$ cat src/rtl/itcm_loader_pkg.sv
// rtl/itcm_loader_pkg.sv - shared FSM encodings, ITCM geometry and byte-lane mapping for itcm_loader
// The CHECK state exists only when ITCM_LOADER_CHECKSUM_EN is defined.
package itcm_loader_pkg;

    localparam int ITCM_DEPTH_DEFAULT = 1024;

    // Byte lanes of a little-endian 32-bit word as split across the two 16-bit banks.
    localparam int BANK0_LANE_HI = 3;
    localparam int BANK0_LANE_LO = 2;
    localparam int BANK1_LANE_HI = 1;
    localparam int BANK1_LANE_LO = 0;

    typedef enum logic [2:0] {
        ST_IDLE  = 3'd0,
        ST_RECV  = 3'd1,
        ST_WRITE = 3'd2,
`ifdef ITCM_LOADER_CHECKSUM_EN
        ST_CHECK = 3'd3,
`endif
        ST_DONE  = 3'd4
    } state_e;

    function automatic logic [15:0] bank0_of(input logic [31:0] word);
        return {word[8*BANK0_LANE_HI +: 8], word[8*BANK0_LANE_LO +: 8]};
    endfunction

    function automatic logic [15:0] bank1_of(input logic [31:0] word);
        return {word[8*BANK1_LANE_HI +: 8], word[8*BANK1_LANE_LO +: 8]};
    endfunction

endpackage

$ cat src/rtl/itcm_loader_byte_to_word_packer.sv
// rtl/itcm_loader_byte_to_word_packer.sv - assembles four accepted bytes into a little-endian word
// word_valid_o/word_data_o are combinational on the accepted fourth byte so the caller can register them.
module byte_to_word_packer
    import itcm_loader_pkg::*;
(
    input  logic        clk_i,
    input  logic        rstn_i,
    input  logic        clear_i,
    input  logic        byte_valid_i,
    input  logic [7:0]  byte_data_i,
    output logic        word_valid_o,
    output logic [31:0] word_data_o
);

    logic [1:0]  byte_cnt_q, byte_cnt_d;
    logic [23:0] shift_q, shift_d;

    // Older bytes slide toward bit 0, so byte 0 ends up in the low lane.
    always_comb begin
        byte_cnt_d = byte_cnt_q;
        shift_d    = shift_q;
        if (clear_i) begin
            byte_cnt_d = 2'd0;
            shift_d    = 24'd0;
        end else if (byte_valid_i) begin
            byte_cnt_d = byte_cnt_q + 2'd1;
            shift_d    = {byte_data_i, shift_q[23:8]};
        end
    end

    always_ff @(posedge clk_i or negedge rstn_i) begin
        if (!rstn_i) begin
            byte_cnt_q <= 2'd0;
            shift_q    <= 24'd0;
        end else begin
            byte_cnt_q <= byte_cnt_d;
            shift_q    <= shift_d;
        end
    end

    assign word_valid_o = byte_valid_i && !clear_i && (byte_cnt_q == 2'd3);
    assign word_data_o  = {byte_data_i, shift_q};

endmodule

$ cat src/rtl/itcm_loader.sv
// rtl/itcm_loader.sv - boot loader streaming bytes into the dual-bank ITCM and holding the core in reset
// Optional trailing 32-bit checksum when ITCM_LOADER_CHECKSUM_EN is defined.
module itcm_loader
    import itcm_loader_pkg::*;
#(
    parameter  int ITCM_DEPTH = ITCM_DEPTH_DEFAULT,
    localparam int AW         = $clog2(ITCM_DEPTH)
) (
    input  logic          clk,
    input  logic          resetn,
    input  logic          start,
    input  logic [AW:0]   load_len,
    input  logic          in_valid,
    input  logic [7:0]    in_byte,
    output logic          in_ready,
    output logic          bank_we,
    output logic [AW-1:0] bank_addr,
    output logic [15:0]   bank0_wdata,
    output logic [15:0]   bank1_wdata,
    output logic          core_resetn,
    output logic          done,
    output logic          error
);

    localparam logic [AW:0] LEN_MAX = (AW+1)'(ITCM_DEPTH);
    localparam logic [AW:0] ONE     = (AW+1)'(1);

    state_e        state_q;
    logic [AW:0]   len_q;
    logic [AW:0]   idx_q;
    logic          in_ready_q;
    logic          bank_we_q;
    logic [AW-1:0] bank_addr_q;
    logic [15:0]   bank0_q;
    logic [15:0]   bank1_q;
    logic          core_resetn_q;
    logic          done_q;
`ifdef ITCM_LOADER_CHECKSUM_EN
    logic [31:0]   sum_q;
    logic          error_q;
`endif

    logic [AW:0]   len_d;
    logic [AW:0]   idx_d;
    logic          accept;
    logic          start_ok;
    logic          word_valid;
    logic [31:0]   word_data;

    assign len_d    = (load_len > LEN_MAX) ? LEN_MAX : load_len;
    assign idx_d    = idx_q + ONE;
    assign accept   = in_valid && in_ready_q;
    assign start_ok = start && (state_q == ST_IDLE);

    byte_to_word_packer u_packer (
        .clk_i        (clk),
        .rstn_i       (resetn),
        .clear_i      (start_ok),
        .byte_valid_i (accept),
        .byte_data_i  (in_byte),
        .word_valid_o (word_valid),
        .word_data_o  (word_data)
    );

    always_ff @(posedge clk or negedge resetn) begin
        if (!resetn) begin
            state_q       <= ST_IDLE;
            len_q         <= '0;
            idx_q         <= '0;
            in_ready_q    <= 1'b0;
            bank_we_q     <= 1'b0;
            bank_addr_q   <= '0;
            bank0_q       <= 16'd0;
            bank1_q       <= 16'd0;
            core_resetn_q <= 1'b0;
            done_q        <= 1'b0;
`ifdef ITCM_LOADER_CHECKSUM_EN
            sum_q         <= 32'd0;
            error_q       <= 1'b0;
`endif
        end else begin
            bank_we_q <= 1'b0;
            case (state_q)
                ST_IDLE: begin
                    if (start) begin
                        len_q <= len_d;
                        idx_q <= '0;
`ifdef ITCM_LOADER_CHECKSUM_EN
                        sum_q <= 32'd0;
`endif
                        if (len_d == '0) begin
                            state_q <= ST_DONE;
                        end else begin
                            state_q    <= ST_RECV;
                            in_ready_q <= 1'b1;
                        end
                    end
                end
                ST_RECV: begin
                    // The fourth byte is written during the following (WRITE) cycle.
                    if (word_valid) begin
                        state_q     <= ST_WRITE;
                        in_ready_q  <= 1'b0;
                        bank_we_q   <= 1'b1;
                        bank_addr_q <= idx_q[AW-1:0];
                        bank0_q     <= bank0_of(word_data);
                        bank1_q     <= bank1_of(word_data);
`ifdef ITCM_LOADER_CHECKSUM_EN
                        sum_q       <= sum_q + word_data;
`endif
                    end
                end
                ST_WRITE: begin
                    idx_q <= idx_d;
                    if (idx_d == len_q) begin
`ifdef ITCM_LOADER_CHECKSUM_EN
                        state_q    <= ST_CHECK;
                        in_ready_q <= 1'b1;
`else
                        state_q    <= ST_DONE;
`endif
                    end else begin
                        state_q    <= ST_RECV;
                        in_ready_q <= 1'b1;
                    end
                end
`ifdef ITCM_LOADER_CHECKSUM_EN
                ST_CHECK: begin
                    if (word_valid) begin
                        error_q    <= (word_data != sum_q);
                        in_ready_q <= 1'b0;
                        state_q    <= ST_DONE;
                    end
                end
`endif
                ST_DONE: begin
                    // Core is released even on checksum error; the boot monitor reports it.
                    done_q        <= 1'b1;
                    core_resetn_q <= 1'b1;
                    in_ready_q    <= 1'b0;
                end
                default: begin
                    state_q    <= ST_IDLE;
                    in_ready_q <= 1'b0;
                end
            endcase
        end
    end

    assign in_ready    = in_ready_q;
    assign bank_we     = bank_we_q;
    assign bank_addr   = bank_addr_q;
    assign bank0_wdata = bank0_q;
    assign bank1_wdata = bank1_q;
    assign core_resetn = core_resetn_q;
    assign done        = done_q;
`ifdef ITCM_LOADER_CHECKSUM_EN
    assign error       = error_q;
`else
    assign error       = 1'b0;
`endif

endmodule
$ cat config.mk
export PLATFORM = sky130hd
export DESIGN_NAME = itcm_loader
export DESIGN_NICKNAME = d
export VERILOG_FILES = /design/src/rtl/itcm_loader_pkg.sv /design/src/rtl/itcm_loader_byte_to_word_packer.sv /design/src/rtl/itcm_loader.sv
export SDC_FILE = /design/constraint.sdc
export NUM_CORES = 1
export LEC_CHECK = 0
export ABC_AREA = 1
export CORE_AREA = 2 2 109 90
export CTS_CLUSTER_DIAMETER = 150
export DETAILED_ROUTE_END_ITERATION = 10
export DIE_AREA = 0 0 111 92
export GPL_ROUTABILITY_DRIVEN = 1
export PLACE_DENSITY = 0.8
export SKIP_CTS_REPAIR_TIMING = 1
export SKIP_LAST_GASP = 1
export SYNTH_ARGS = -nofsm -noshare
export SYNTH_HDL_FRONTEND = slang
export SYNTH_HIERARCHICAL = 1
export SYNTH_SLANG_ARGS = --single-unit
export TNS_END_PERCENT = 50
$ cat constraint.sdc
create_clock -name clk -period 2 [get_ports clk]
set_input_delay 0.4 -clock clk [delete_from_list [all_inputs] [get_ports clk]]
set_output_delay 0.4 -clock clk [all_outputs]
set_load 0.01 [all_outputs]
Yosys cells after proc, flatten, opt, wreduce, memory -nomap -nowiden
Cells that the tools add are included.
{ "word_totals": {"regBits": 96, "in_bits": 23, "out_inout_bits": 47, "word_cells": 57} }
{ "classes": {"add_sub_neg": 2, "n_lt_le_gt_ge": 1, "n_eq_ne": 9, "n_mux": 19, "bitwise_logic": 1, "reduce_logical": 14} }
{ "op_table": {"columns": ["cell", "count"], "rows": [
  ["24-bit two-way mux", 2],
  ["11-bit two-way mux", 2],
  ["11-bit one-hot mux with 2 select lines", 1],
  ["3-bit two-way mux", 4],
  ["3-bit one-hot mux with 4 select lines", 1],
  ["11-bit by 1-bit adder with 11-bit output (second input constant)", 1],
  ["11-bit == test", 1],
  ["11-bit > comparator (second input constant)", 1],
  ["11-bit logical NOT", 1],
  ["1-bit two-way mux", 6],
  ["2-bit != test (second input constant)", 3],
  ["2-bit AND reduction", 3],
  ["1-bit logical AND", 4],
  ["2-bit two-way mux", 2],
  ["4-bit AND reduction", 1],
  ["2-bit nonzero test", 2],
  ["3-bit by 1-bit == test with 1-bit output (second input constant)", 1],
  ["3-bit by 2-bit == test with 1-bit output (second input constant)", 1],
  ["3-bit == test (second input constant)", 1],
  ["3-bit logical NOT", 1],
  ["1-bit one-hot mux with 3 select lines", 1],
  ["3-bit AND reduction", 1],
  ["2-bit by 1-bit adder with 2-bit output (second input constant)", 1],
  ["2-bit == test (second input constant)", 1],
  ["3 further kinds", 3]
]} }

Longest topological paths before layout
Gate-level depths: netlist (run 1).
{ "logic_depth": {"depth_word": 7, "mapped_depth": 15, "mapped_depth_nobuf": 14} }

Cells and area by module
The synthesis (run 1) kept the hierarchy.
{ "modules_own_cells": {"columns": ["mod", "instances", "cells_each", "area_per_inst_um2", "seq_area_each_um2"], "rows": [
  ["itcm_loader", 1, 332, 3173.0, 1751.7],
  ["byte_to_word_packer", 1, 124, 1127.3, 650.6]
]} }

Worst setup path after synthesis (run 1)
Ideal clock, no wire load.
{ "synth_path": {"kind": "register to register", "start": "register state_q[2]", "end": "register bank0_q[0], in the netlist bank0_wdata[0]", "setup_ps": 125, "arrival_ps": 2024, "t_required_ps": 1875, "slack_ps": -148, "path_stages_with_launch": 13, "n_path_buf": 2, "synth_period_minus_slack_ps": 2148, "path_cell_list": "dfrtp_1 -> nor2_1 -> inv_1 -> nor2_1 -> inv_1 -> nor2_1 -> buf_2 -> inv_2 -> and3_1 -> inv_1 -> nor2_2 -> buf_2 -> mux2_2"} }
{ "synth_between": {"elab_chain_cells": 6, "elab_cells_between_ends": 7, "cone_classes": "1 x eq/ne; 6 x reduce/logical"} }
{ "synth_rtl": {"columns": ["element", "line", "rtl"], "rows": [
  ["start: declaration", "itcm_loader.sv:28", "state_e state_q;"],
  ["start signal: assignment", "itcm_loader.sv:67", "state_q <= ST_IDLE;"],
  ["start signal: assignment", "itcm_loader.sv:92", "state_q <= ST_DONE;"],
  ["start signal: assignment", "itcm_loader.sv:94", "state_q <= ST_RECV;"],
  ["3-bit logical NOT", "itcm_loader.sv:53", "assign start_ok = start && (state_q == ST_IDLE);"],
  ["1-bit logical AND", "itcm_loader.sv:53", null],
  ["net start_ok", "itcm_loader.sv:46", "logic start_ok;"],
  ["1-bit logical NOT", "itcm_loader_byte_to_word_packer.sv:41", "assign word_valid_o = byte_valid_i && !clear_i && (byte_cnt_q == 2'd3);"],
  ["1-bit logical AND (2 in a row)", "itcm_loader_byte_to_word_packer.sv:41", null],
  ["net word_valid", "itcm_loader.sv:47", "logic word_valid;"],
  ["2-bit AND reduction (no source line)", null, null],
  ["end signal: assignment", "itcm_loader.sv:106", "bank0_q <= bank0_of(word_data);"],
  ["end: declaration", "itcm_loader.sv:34", "logic [15:0] bank0_q;"]
]} }
The timed path passes the listed nets, and every way through them passes these cells.
A chain may end at the register's enable or synchronous reset.

Final worst setup path (run 1)
{ "layout_path": {"start": "register idx_q[1]", "end": "register in_ready_q, in the netlist in_ready"} }
{ "layout_between": {"elab_chain_cells": 4} }
{ "layout_rtl": {"columns": ["element", "line", "rtl"], "rows": [
  ["start: declaration", "itcm_loader.sv:30", "logic [AW:0] idx_q;"],
  ["start signal: assignment", "itcm_loader.sv:114", "idx_q <= idx_d;"],
  ["11-bit by 1-bit adder with 11-bit output", "itcm_loader.sv:51", "assign idx_d = idx_q + ONE;"],
  ["11-bit == test", "itcm_loader.sv:115", "if (idx_d == len_q) begin"],
  ["2-bit != test (no source line)", null, null],
  ["4-bit AND reduction (no source line)", null, null],
  ["end signal: assignment", "itcm_loader.sv:70", "in_ready_q <= 1'b0;"],
  ["end signal: assignment", "itcm_loader.sv:124", "in_ready_q <= 1'b1;"],
  ["end signal: assignment", "itcm_loader.sv:140", "in_ready_q <= 1'b0;"],
  ["end: declaration", "itcm_loader.sv:31", "logic in_ready_q;"]
]} }
Every way passes these cells.

==> run metrics, run 1 <==
# H-tree levels 3; placeable core area between 9000 and 10000 sq um; Cell variety after synth 28; largest net degree at the start of global routing between 50 and 60; Yosys top cell area share 55.86%; Top Family by Delay on Critical Path simple AND/OR/NAND/NOR gates; DRT antenna net count 0; Register-to-Register Setup Slack 0.09 ns; TritonRoute pass-1 iters 5; cell types occupying the most area after synthesis dfrtp_1 (56%), nand2_1 (10%), mux2_2 (8.6%); cells along the critical path ha_1 -> inv_1 -> nand2_1 -> nand2_1 -> nor2_1 -> nand3_1 -> nor2_1 -> nand3_1 -> nor2_1 -> nand3_2 -> nand4_1 -> nand2_1; leading cell type in the layout, fill and taps excluded nand2_1; Final setup violation count 0; global-route wire length before repair between 15 and 20 mm; # IOs 70; Tightest Pin Transition slightly below 0.6 ns; final RePlAce weighted congestion just over 0.9; number of buffers and inverters on the critical path 1; buffers added on ports around 70; number of slew-limit violations in the final report 0; clock tree root buffer cell clkbuf_16; overall global routing resource usage between 10% and 20%; Worst Path Class, Setup register to register; category of the worst setup path launch point register; Reg clk slew, reported paths around 0.07 ns; GR Overflow Total 0; height of the die between 90 and 100 microns; longest individual stage delay on the worst path just under 0.4 ns; register area share after synthesis between 50 and 60%; Final Hold Viols 0; vias in the first global route 3266; worst-case headroom to the max-slew limit between 60 and 70%; footprint of the flip-flops and latches between 2000 and 2500 sq um; peak supply drop around 0.67 mV; number of vias per cell after detailed routing 5.140; count of maximum capacitance violations 0; Static Leak roughly 0.0027 uW; layout net count 550; antenna cell count 0; portion of the clock cycle consumed by the worst path in the final layout 95.59%; total area of multi-input combinational cells between 1500 and 2000 sq um; clock buffer count from CTS 9; critical-path maximum fanout 3; Initial Util roughly 46%; Cell Rows 32; warnings from Yosys 6; most used cells in the layout excluding fill and tap cells nand2_1 (120), dfrtp_1 (96), clkdlybuf4s50_1 (67); count of unresolved DRC violations after routing 0; Area Growth Syn to Fin 26.07%; Syn Area/Cell around 9.4 sq um; Critical Path Slowest Stage Cell dfrtp_1; fraction of the core area covered by cells at the end of the flow 58.62%; maximum clock insertion buffer count 2; Crit path arrival time 2.13 ns; DR WL/cell around 14 microns; TritonCTS clock tree built; clock insertion delay at the later pin of the skew report about 0.33 ns; CP endpoint kind register; Starting DRT DRC Count approximately 190; Syn Nets 481; post-route worst hold slack about 0.004 ns; count of filler cells inserted in the layout ~760; post-synthesis sequential element count 96; Critical Path RT between 2 and 2.5 ns; Critical path origin idx_q[1]$_DFFE_PN0P_; Die Area roughly 10000 sq um; status finished clean; highest attainable clock frequency approximately 0.52 GHz; clock period minus worst slack around 1.9 ns; Power Density between 1000 and 1500 nW/um^2; overall routed net length between 9 and 10 mm; Reg2Reg Launch Point idx_q[1]$_DFFE_PN0P_; die span in x approximately 110 microns; area of the mapped netlist 4300 sq um; Vias roughly 3300; worst clock skew about 0.0073 ns; sink count of the clock tree 96; half-perimeter wire length after placement 6.334 mm; class of the tightest hold or removal check primary input to async pin; share of post-route cells with drive strength above 1 14.56%; initial antenna violation count 0; cell count after synthesis roughly 460; library cell occupying the most area in the post-synthesis netlist dfrtp_1
[per-stage QoR]
step                power, uW  setup WS [ns]  TNS, ns  instances  instance area (sq um)
finish                   5983        0.08815        0        648                   5421
global route             6349       -0.04326  -0.2081        648                   5421
CTS                      6012        0.09192        0        648                   5411
detailed placement       4297        -0.1082   -3.829        633                   5117
global placement         4225       -0.06359   -2.289        633                   5117
floorplan                3656       0.002845        0        456                   4314
[kinds of logic (layout without fill, tap and decap cells)]
| kind of cell | count (synthesis) | count (layout) | share of synthesized area [%] |
|---|---|---|---|
| and+or+nand+nor | 210 | 210 | 21.15 |
| DFF | 96 | 96 | 55.86 |
| buffers and inverters | 78 | 151 | 8.466 |
| AOI/OAI and AO/OA | 36 | 36 | 5.208 |
| muxes | 33 | 33 | 8.641 |
| adders and majority gates | 2 | 2 | 0.5818 |
| other | 1 | 1 | 0.08720 |
[per-layer routing]
metal	vias to the layer above	global-route usage [%]	routed length, microns
li1	1607	-	-
met1	1612	25.17	4206
met2	91	30.88	4544
met3	21	4.693	373
met4	0	6.042	169
met5	-	0	0
[worst register-to-register path: cells and delay by family, from the launching register on]
family / cells / cell delay, ns
adders and majority gates: 1 / 0.30
buffers and inverters: 1 / 0.05
and+or+nand+nor: 10 / 1.07
DFF: 1 / 0.39
[cell type report]
| cell class | count | area share (%) |
|---|---|---|
| timing repair buffer | 81 | 15.00 |
| sequential | 96 | 44.31 |
| clock buffer | 9 | 4.154 |
| inverter | 55 | 3.808 |
| multi-input combinational | 282 | 28.71 |
| tap | 119 | 2.746 |
| clock inverter | 6 | 1.269 |
[state kept, by name (all words and copies together) (netlist names)]
register             flops
in_ready                 1
state_q                  3
len_q                   11
u_packer/shift_q        24
u_packer/byte_cnt_q      2
idx_q                   11
bank0_wdata             16
bank1_wdata             16
bank_addr               10
done                     1
bank_we                  1
[cells in the mapped netlist]
| cell type | instances |
|---|---|
| nand2_1 | 120 |
| dfrtp_1 | 96 |
| nand3_1 | 59 |
| inv_1 | 52 |
| mux2_2 | 33 |
| nor2_1 | 16 |
| o22ai_1 | 14 |
| buf_4 | 10 |
| buf_2 | 9 |
| o21a_1 | 9 |
| o21ai_0 | 8 |
| buf_6 | 3 |
| nand4_1 | 3 |
| nor2_2 | 3 |
| a21oi_1 | 2 |
| ha_1 | 2 |
| inv_2 | 2 |
| nand2_2 | 2 |
| nor2_4 | 2 |
| nor4_1 | 2 |
| o21ai_1 | 2 |
| and3_1 | 1 |
| clkbuf_1 | 1 |
| clkinv_1 | 1 |
| conb_1 | 1 |
| nand3b_1 | 1 |
| nor3_1 | 1 |
| o21ai_2 | 1 |
[path summary, 6_finish.rpt]
path	endpoint	depth (start not counted)
min in group clk	u_packer/shift_q[7]$_DFFE_PN0P_	2
setup reg to reg	in_ready$_DFFE_PN0P_	12
hold / removal	bank0_wdata[5]$_DFFE_PN0P_	1
setup / recovery	in_ready$_DFFE_PN0P_	12
max in group asynchronous	idx_q[3]$_DFFE_PN0P_	2
hold reg to reg	u_packer/shift_q[7]$_DFFE_PN0P_	2
[report_power, final]
group	switching (uW)	leakage [uW]	total, uW	internal [uW]
Combinational	820	0.00122	1560	740
Sequential	313	0.00131	2740	2430
Clock	713	0.000142	1680	970
Total	1850	0.00267	5980	4140
No activity file was read; power rests on OpenSTA's default activity.
==> run 2: changes to the inputs <==
--- a/config.mk
+++ b/config.mk
@@ -6,14 +6,15 @@
 export NUM_CORES = 1
 export LEC_CHECK = 0
 export ABC_AREA = 1
-export CORE_AREA = 2 2 109 90
+export CELL_PAD_IN_SITES_DETAIL_PLACEMENT = 0
+export CELL_PAD_IN_SITES_GLOBAL_PLACEMENT = 1
+export CORE_AREA = 2 2 124 102
 export CTS_CLUSTER_DIAMETER = 150
 export DETAILED_ROUTE_END_ITERATION = 10
-export DIE_AREA = 0 0 111 92
+export DIE_AREA = 0 0 126 104
 export GPL_ROUTABILITY_DRIVEN = 1
 export PLACE_DENSITY = 0.8
 export SKIP_CTS_REPAIR_TIMING = 1
-export SKIP_LAST_GASP = 1
 export SYNTH_ARGS = -nofsm -noshare
 export SYNTH_HDL_FRONTEND = slang
 export SYNTH_HIERARCHICAL = 1
==> run metrics, run 2 (synthesis results as in run 1) <==
Final setup violation count 0 (unchanged); Die Area 13100 sq um (+28%); sink count of the clock tree 96 (unchanged); antenna cell count 0 (unchanged); part of the total power dissipated in combinational logic 26.2% (about the same); portion of the clock cycle consumed by the worst path in the final layout 91.71% (-3.9 points); highest attainable clock frequency 0.5452 GHz (+4.2%); final RePlAce weighted congestion 0.8002 (-14%); largest net degree at the start of global routing 35 (-31%); layout net count 556 (+1.1%); final sum of negative setup slack 0 ns (unchanged); number of slew-limit violations in the final report 0 (unchanged); number of flip-flops under the largest register name 24 (unchanged); Cell Rows 36 (+13%); placeable core area 11890 sq um (+29%); register name with the most flops u_packer/shift_q; Tightest Pin Transition 0.6199 ns (+0.03778 ns); met1 layer usage reported by global route 22.09% (-3.1 points); overall global routing resource usage 15.27% (-3.7 points); Reg2Reg Launch Point state_q[2]$_DFFE_PN0P_; most used cells in the layout excluding fill and tap cells nand2_1 (120), dfrtp_1 (96), clkdlybuf4s50_1 (67); Critical Path RT 2.22 ns (about the same); share of post-route cells with drive strength above 1 15.49% (+0.93 points); buffers added on ports 68 (unchanged); Crit path arrival time 2.06 ns (-0.07 ns); Worst Path Class, Setup register to register; Final Hold Viols 0 (unchanged); clock period minus worst slack 1.834 ns (-0.07767 ns); initial antenna violation count 0 (unchanged); number of vias per cell after detailed routing 4.759 (-7.4%); clock tree root buffer cell clkbuf_16; sw frac 31.76% (+0.91 points); Register-to-Register Setup Slack 0.17 ns (+0.08 ns); category of the worst setup path launch point register; global-route wire length before repair 16.25 mm (+4.7%); Static Leak 0.002675 uW (+0.22%); met2 track demand over resource 23.20% (-7.7 points); TritonCTS clock tree built; half-perimeter wire length after placement 6.749 mm (+6.6%); power share of the sequential group 46.6% (+0.8 points); CP endpoint kind register; die span in x 126 microns (+14%); # IOs 70 (unchanged); busiest layer in global routing met2; overall routed net length 9.333 mm (+0.43%); # H-tree levels 3 (unchanged); leading cell type in the layout, fill and taps excluded nand2_1; peak supply drop 0.4945 mV (-26%); clock insertion delay at the later pin of the skew report 0.34 ns (about the same); Cells after DPL 670 (+5.8%); DR WL/cell 13.57 microns (-5.4%); non-filler instance count after layout 688 (+6.2%); TritonRoute pass-1 iters 4 (-1); count of maximum capacitance violations 0 (unchanged); status finished clean; P_sw 1871 uW (+1.4%); Clock power frac 27.2% (-0.9 points); Power Density 1075 nW/um^2 (-2.6%); cell depth of the worst flop-to-flop path 11 (-1); clock buffer count from CTS 9 (unchanged); vias in the first global route 3291 (+0.77%); worst-case headroom to the max-slew limit 58.57% (-2.5 points); count of unresolved DRC violations after routing 0 (unchanged); Area Growth Syn to Fin 27.49%; Starting DRT DRC Count 186 (-1.6%); met3 Resource Use GR 3.344% (-1.3 points); capture instance of the worst register-to-register path bank1_wdata[7]$_DFFE_PN0P_; critical-path maximum fanout 32 (+29); DRT antenna net count 0 (unchanged); GR Overflow Total 0 (unchanged); Vias 3274 (-1.7%); Reg clk slew, reported paths 0.07 ns (about the same); class of the tightest hold or removal check primary input to async pin; Initial Util 36.16% (-10 points); Pint 4020 uW (-2.8%); maximum clock insertion buffer count 2 (unchanged); worst clock skew 0.006019 ns (-0.001298 ns); height of the die 104 microns (+13%)
-- run 2: cell type report --
type | instances | area, sq um
inverter | 55 | 206.4
multi-input combinational | 282 | 1556
sequential | 96 | 2402
clock buffer | 9 | 225.2
clock inverter | 7 | 53.80
fill | 1166 | 6409
tap | 152 | 190.2
timing repair buffer | 87 | 848.3
-- run 2: worst max-delay path by stage --
stage,endpoint,start,cells after the start
floorplan,bank0_wdata[0]$_DFFE_PN0P_,state_q[2]$_DFFE_PN0P_,12
global placement,bank1_wdata[4]$_DFFE_PN0P_,start,9
detailed placement,bank1_wdata[7]$_DFFE_PN0P_,start,9
CTS,bank1_wdata[7]$_DFFE_PN0P_,state_q[2]$_DFFE_PN0P_,11
global route,in_ready$_DFFE_PN0P_,idx_q[0]$_DFFE_PN0P_,13
finish,bank1_wdata[7]$_DFFE_PN0P_,state_q[2]$_DFFE_PN0P_,11
-- run 2: stage by stage --
stage                     setup WS (ns)  utilization [%]  hold slack [ns]  power, uW  cell area (sq um)
after floorplan                0.002845                -           0.1044       3656               4314
after global placement         -0.08490            43.53           0.2715       4269               5176
after detailed placement        -0.1181            43.53           0.2749       4324               5176
after CTS                        0.1125            45.88         -0.09074       5937               5455
after global routing           -0.01402            46.11           0.4856       6296               5483
final                            0.1658            46.11           0.4523       5891               5483
-- run 2: power groups by stage --
stage / Clock [uW] / Sequential [uW] / Combinational, uW
2_1_floorplan: 0 / 2760 / 892
3_3_place_gp: 0 / 2750 / 1520
3_5_place_dp: 0 / 2780 / 1550
4_1_cts: 1640 / 2750 / 1550
5_1_grt: 1730 / 2820 / 1740
6_report: 1600 / 2740 / 1550
-- run 2: metal layers --
layer / up-vias / wire length, microns
met2: 75 / 4183
met5: - / 0
met1: 1570 / 4624
li1: 1618 / -
met4: 0 / 116
met3: 11 / 409
-- run 2: worst max-delay path, stage by stage (launching register included) --
cell	delay, ns
dfrtp_1	0.39
nor2_2	0.14
inv_1	0.07
nor2_2	0.15
inv_2	0.06
nor2_4	0.09
inv_2	0.04
and3_1	0.14
inv_1	0.10
nor2_4	0.06
buf_12	0.17
mux2_2	0.29
